### src/rtl/capture_readout.sv
// capture_readout: streams the capture buffer out oldest-first, one byte per
// valid/ready handshake, optionally clearing the buffer afterwards.
// Define CAPTURE_READOUT_HEADER_EN to prefix each dump with a 4-byte
// little-endian word count.
module capture_readout #(
  parameter int unsigned CAPTURE_WIDTH = 32,
  parameter int unsigned CAPTURE_SIZE  = 128
) (
  input  logic                     clk,
  input  logic                     reset,
  input  logic                     dump_req,
  input  logic                     clear_after,
  input  logic [31:0]              capture_amount,
  input  logic [31:0]              capture_pos,
  output logic [31:0]              capture_rd_addr,
  input  logic [CAPTURE_WIDTH-1:0] capture_rd_data,
  output logic                     capture_reset,
  output logic [7:0]               out_data,
  output logic                     out_valid,
  input  logic                     out_ready,
  output logic                     busy,
  output logic                     done
);

  localparam int unsigned AW     = (CAPTURE_SIZE > 1) ? $clog2(CAPTURE_SIZE) : 1;
  localparam int unsigned CW     = AW + 1;
  localparam int unsigned NBYTES = CAPTURE_WIDTH / 8;
  localparam int unsigned BMAX   = (NBYTES > 4) ? NBYTES : 4;
  localparam int unsigned BW     = $clog2(BMAX);
  localparam logic [31:0] SIZE32 = 32'(CAPTURE_SIZE);

  typedef enum logic [2:0] {
    S_IDLE,
`ifdef CAPTURE_READOUT_HEADER_EN
    S_HDR,
`endif
    S_READ,
    S_WAIT,
    S_SEND,
    S_FIN
  } state_t;

  state_t                   state_q, state_d;
  logic                     clear_q, clear_d;
  logic [AW-1:0]            rd_ptr_q, rd_ptr_d;
  logic [CW-1:0]            words_left_q, words_left_d;
  logic [CAPTURE_WIDTH-1:0] shift_q, shift_d;
  logic [BW-1:0]            byte_idx_q, byte_idx_d;
  logic [31:0]              rd_addr_q, rd_addr_d;

  logic [31:0]              amt_clamped;
  logic [AW-1:0]            start_ptr;
  logic                     unused_pos;

`ifdef CAPTURE_READOUT_HEADER_EN
  logic [31:0]              hdr_word;
  // words_left still equals the snapshot count while the header is sent
  assign hdr_word = 32'(words_left_q);
`endif

  // Snapshot inputs: clamp the fill level; a full buffer starts at the write pointer
  always_comb begin
    amt_clamped = (capture_amount > SIZE32) ? SIZE32 : capture_amount;
    start_ptr   = (amt_clamped == SIZE32) ? capture_pos[AW-1:0] : '0;
  end

  assign unused_pos = ^capture_pos[31:AW];

  // Next-state and output decode
  always_comb begin
    state_d         = state_q;
    clear_d         = clear_q;
    rd_ptr_d        = rd_ptr_q;
    words_left_d    = words_left_q;
    shift_d         = shift_q;
    byte_idx_d      = byte_idx_q;
    rd_addr_d       = rd_addr_q;

    capture_rd_addr = rd_addr_q;
    capture_reset   = 1'b0;
    out_data        = '0;
    out_valid       = 1'b0;
    busy            = 1'b1;
    done            = 1'b0;

    case (state_q)
      S_IDLE: begin
        busy = 1'b0;
        if (dump_req) begin
          words_left_d = CW'(amt_clamped);
          clear_d      = clear_after;
          rd_ptr_d     = start_ptr;
          byte_idx_d   = '0;
`ifdef CAPTURE_READOUT_HEADER_EN
          state_d      = S_HDR;
`else
          state_d      = (amt_clamped != '0) ? S_READ : S_FIN;
`endif
        end
      end

`ifdef CAPTURE_READOUT_HEADER_EN
      S_HDR: begin
        out_valid = 1'b1;
        out_data  = 8'(hdr_word >> {byte_idx_q, 3'b000});
        if (out_ready) begin
          if (byte_idx_q == BW'(3)) begin
            byte_idx_d = '0;
            state_d    = (words_left_q != '0) ? S_READ : S_FIN;
          end else begin
            byte_idx_d = byte_idx_q + BW'(1);
          end
        end
      end
`endif

      S_READ: begin
        capture_rd_addr = 32'(rd_ptr_q);
        rd_addr_d       = 32'(rd_ptr_q);
        state_d         = S_WAIT;
      end

      S_WAIT: begin
        shift_d    = capture_rd_data;
        byte_idx_d = '0;
        state_d    = S_SEND;
      end

      S_SEND: begin
        out_valid = 1'b1;
        out_data  = shift_q[7:0];
        if (out_ready) begin
          shift_d = shift_q >> 8;
          if (byte_idx_q == BW'(NBYTES - 1)) begin
            byte_idx_d   = '0;
            rd_ptr_d     = rd_ptr_q + AW'(1);
            words_left_d = words_left_q - CW'(1);
            state_d      = (words_left_q != CW'(1)) ? S_READ : S_FIN;
          end else begin
            byte_idx_d = byte_idx_q + BW'(1);
          end
        end
      end

      S_FIN: begin
        done          = 1'b1;
        capture_reset = clear_q;
        state_d       = S_IDLE;
      end

      default: begin
        state_d = S_IDLE;
      end
    endcase
  end

  // State and datapath registers
  always_ff @(posedge clk or posedge reset) begin
    if (reset) begin
      state_q      <= S_IDLE;
      clear_q      <= 1'b0;
      rd_ptr_q     <= '0;
      words_left_q <= '0;
      shift_q      <= '0;
      byte_idx_q   <= '0;
      rd_addr_q    <= '0;
    end else begin
      state_q      <= state_d;
      clear_q      <= clear_d;
      rd_ptr_q     <= rd_ptr_d;
      words_left_q <= words_left_d;
      shift_q      <= shift_d;
      byte_idx_q   <= byte_idx_d;
      rd_addr_q    <= rd_addr_d;
    end
  end

endmodule

### config.mk
export PLATFORM = sky130hd
export DESIGN_NAME = capture_readout
export DESIGN_NICKNAME = d
export VERILOG_FILES = /design/src/rtl/capture_readout.sv
export SDC_FILE = /design/constraint.sdc
export NUM_CORES = 1
export LEC_CHECK = 0
export CORE_ASPECT_RATIO = 0.7
export CORE_UTILIZATION = 40
export CTS_BUF_LIST = sky130_fd_sc_hd__clkbuf_8
export CTS_CLUSTER_SIZE = 20
export DETAILED_ROUTE_END_ITERATION = 16
export DONT_BUFFER_PORTS = 1
export PLACE_DENSITY = 0.67
export RECOVER_POWER = 100
export SYNTH_ARGS = -nofsm -noshare
export SYNTH_HDL_FRONTEND = slang
export SYNTH_SLANG_ARGS = --single-unit
### constraint.sdc
create_clock -name clk -period 3.01 [get_ports clk]
set_clock_uncertainty 0.15 [all_clocks]
set_input_delay 0.602 -clock clk [delete_from_list [all_inputs] [get_ports clk]]
set_output_delay 0.602 -clock clk [all_outputs]
set_load 0.01 [all_outputs]
==> out/qor.csv <==
metric,value,unit
ANT nets after route,0,
first-pass GRT wire length,13.6,mm
ANT cells,0,
Overall Global Routing Usage,16.9,%
worst hold path type,input pin to flip-flop,
final cycle utilization of the critical path,87.2,%
startpoint types,flip-flop,
post-synth net total,466,
largest fanout on the critical path,25,
Post-CTS Resized,0,
setup total negative slack,0,ns
post-synth cell types,60,
"Slowest-stage cell, CP",dfrtp_1,
#FFs+latches synth,85,
Slew headroom,-29.2,%
P&R area growth vs syn,5.63,%
clk sinks,85,
most frequent cells in the layout,"dfrtp_1, o21ai_0, nand2_1, nor2b_1, mux2i_1",
max incr delay on CP,0.52,ns
hold buffer count at cts,0,
Initial DRC Count,172,
CP Data Arrival Time,1.87,ns
Post-CTS Setup Repair Bufs,0,
Congestion Overflow GR,0,
row cnt,30,
worst skew pair latency,0.35,ns
Routed WL,8.73,mm
"most common cell after layout, fill and taps aside",dfrtp_1,
max-capacitance violation count,1,
clock root cell,clkbuf_8,
Placer Congestion,0.769,
Max Slew Vio Count,43,
RSZ-0062 raised after global routing,false,
Tmin final,2.63,ns
warnings from Yosys,0,
Post-synth EDFFs,0,
post-DP HPWL,6.20,mm
power per cell area,839,nW/um^2
buffer depth of the longest clock path,2,
Core ar.,9800,um^2
total CTS buffers,9,
critical-path cell list,nor3b_4 -> buf_4 -> nor2b_1,
Vias,2687,
failing checks,"max-capacitance violations, max-slew violations",
I/O Pins,145,
mapped cell area,4070,um^2
pre-CTS setup slack,0.706,ns
Final Total Pwr,3.61,mW
share of layout cells above drive strength 1,11.1,%
critical path class,flip-flop to output port,
crit end category,output port,
final setup margin,0.385,ns
CTS H-tree depth,3,
Most used DFF post-synth,dfrtp_1,
pin count of the biggest net entering global routing,55,
Via density,5.49,
outcome,finished with violations,
# port buffers,0,
Worst-Margin Slew,1.93,ns
Worst VDD drop,0.273,mV
CTS tree,built,
Syn Inst Count,361,
fmax,0.381,GHz
die area,10600,um^2
DRC viols,0,
ys async rst share,100,%
Clock transition at path regs,0.08,ns
initial core utilization,41.5,%
Leak Pwr,1.88,nW
setup violators final,0,
Die H,86.4,um
Final nets,462,
Pre-Repair DR Iteration Count,4,
Worst EP required,2.26,ns
Avg Inst Size Synth,11.3,um^2
vias in the first global route,2685,
WL per Instance,17.8,um
Final Hold Viols,0,
initial antenna violation count,0,
Die X,123,um
sequential share of the synthesized area,52.3,%
[flip-flops by register name (all words and copies together) (netlist names)]
register      cells
state_q           3
rd_addr_q        32
byte_idx_q        2
shift_q          32
rd_ptr_q          7
clear_q           1
words_left_q      8
[path summary, 6_finish.rpt]
| path | slack, ns | end | cells past startpoint | start |
|---|---|---|---|---|
| setup reg to reg | 0.51 | shift_q[25]$_DFFE_PP0P_ | 4 | state_q[1]$_DFFE_PP0P_ |
| setup / recovery | 0.38 | capture_rd_addr[22] | 3 | state_q[1]$_DFFE_PP0P_ |
| hold / removal | 0.21 | words_left_q[2]$_DFFE_PP0P_ | 1 | capture_amount[2] |
| hold reg to reg | 0.33 | shift_q[3]$_DFFE_PP0P_ | 2 | shift_q[3]$_DFFE_PP0P_ |
| max in group asynchronous | 1.32 | rd_addr_q[31]$_DFF_PP0_ | 2 | reset |
| min in group asynchronous | 0.47 | rd_addr_q[12]$_DFF_PP0_ | 1 | reset |
[area by class of cell]
type,count,area [um^2]
inverter,7,30.0
clock buffer,10,138
clock inverter,5,76.3
multi-input combinational,249,1720
timing repair buffer,5,43.8
tap,128,160
sequential,85,2130
fill,946,5500
[cells in the mapped netlist (7+ instances only)]
| library cell | n | area (um^2) |
|---|---|---|
| nand3_1 | 9 | 45.0 |
| dfrtp_1 | 85 | 2130 |
| a22o_1 | 8 | 70.1 |
| nand2_1 | 32 | 120 |
| nor2_1 | 9 | 33.8 |
| a21oi_1 | 11 | 55.1 |
| mux2i_1 | 25 | 250 |
| o21ai_0 | 32 | 160 |
| mux2_2 | 8 | 90.1 |
| nor2b_1 | 28 | 175 |
| buf_2 | 8 | 40.0 |
| and2_1 | 8 | 50.1 |
| nor4_2 | 7 | 87.6 |
[worst max-delay path: cells and delay by family (launching register included)]
family                 cells  cell delay (ns)
buffers and inverters      1             0.35
flip-flops                 1             0.52
AND/OR/NAND/NOR            2             0.65
[stage by stage]
step,hold slack (ns),area [um^2],instances,utilization (%)
finish,0.212,4300,489,43.9
CTS,0.103,4350,489,44.4
global route,0.197,4300,489,43.9
detailed placement,0.314,4140,474,42.2
floorplan,0.292,4070,361,-
global placement,0.304,4140,474,42.2
[logic make-up after synthesis]
logic type	share of synthesized area [%]
simple gates	19.7
flops	52.3
compound gates	14.2
mux	8.37
buf+inv	4.21
fa+ha+maj	1.23
[power by group]
part,internal [mW],switching (mW)
Clock,0.481,0.393
Combinational,0.438,0.640
Sequential,1.43,0.220
Total,2.35,1.25
[layer usage]
metal / part of all wire, % / vias up / track usage, %
li1: - / 1292 / -
met1: 47 / 1288 / 22.8
met2: 42 / 98 / 24.1
met3: 9.5 / 9 / 7.83
met4: 0.89 / 0 / 4.43
met5: 0 / - / 0
Power figures use the tool's default switching activity.
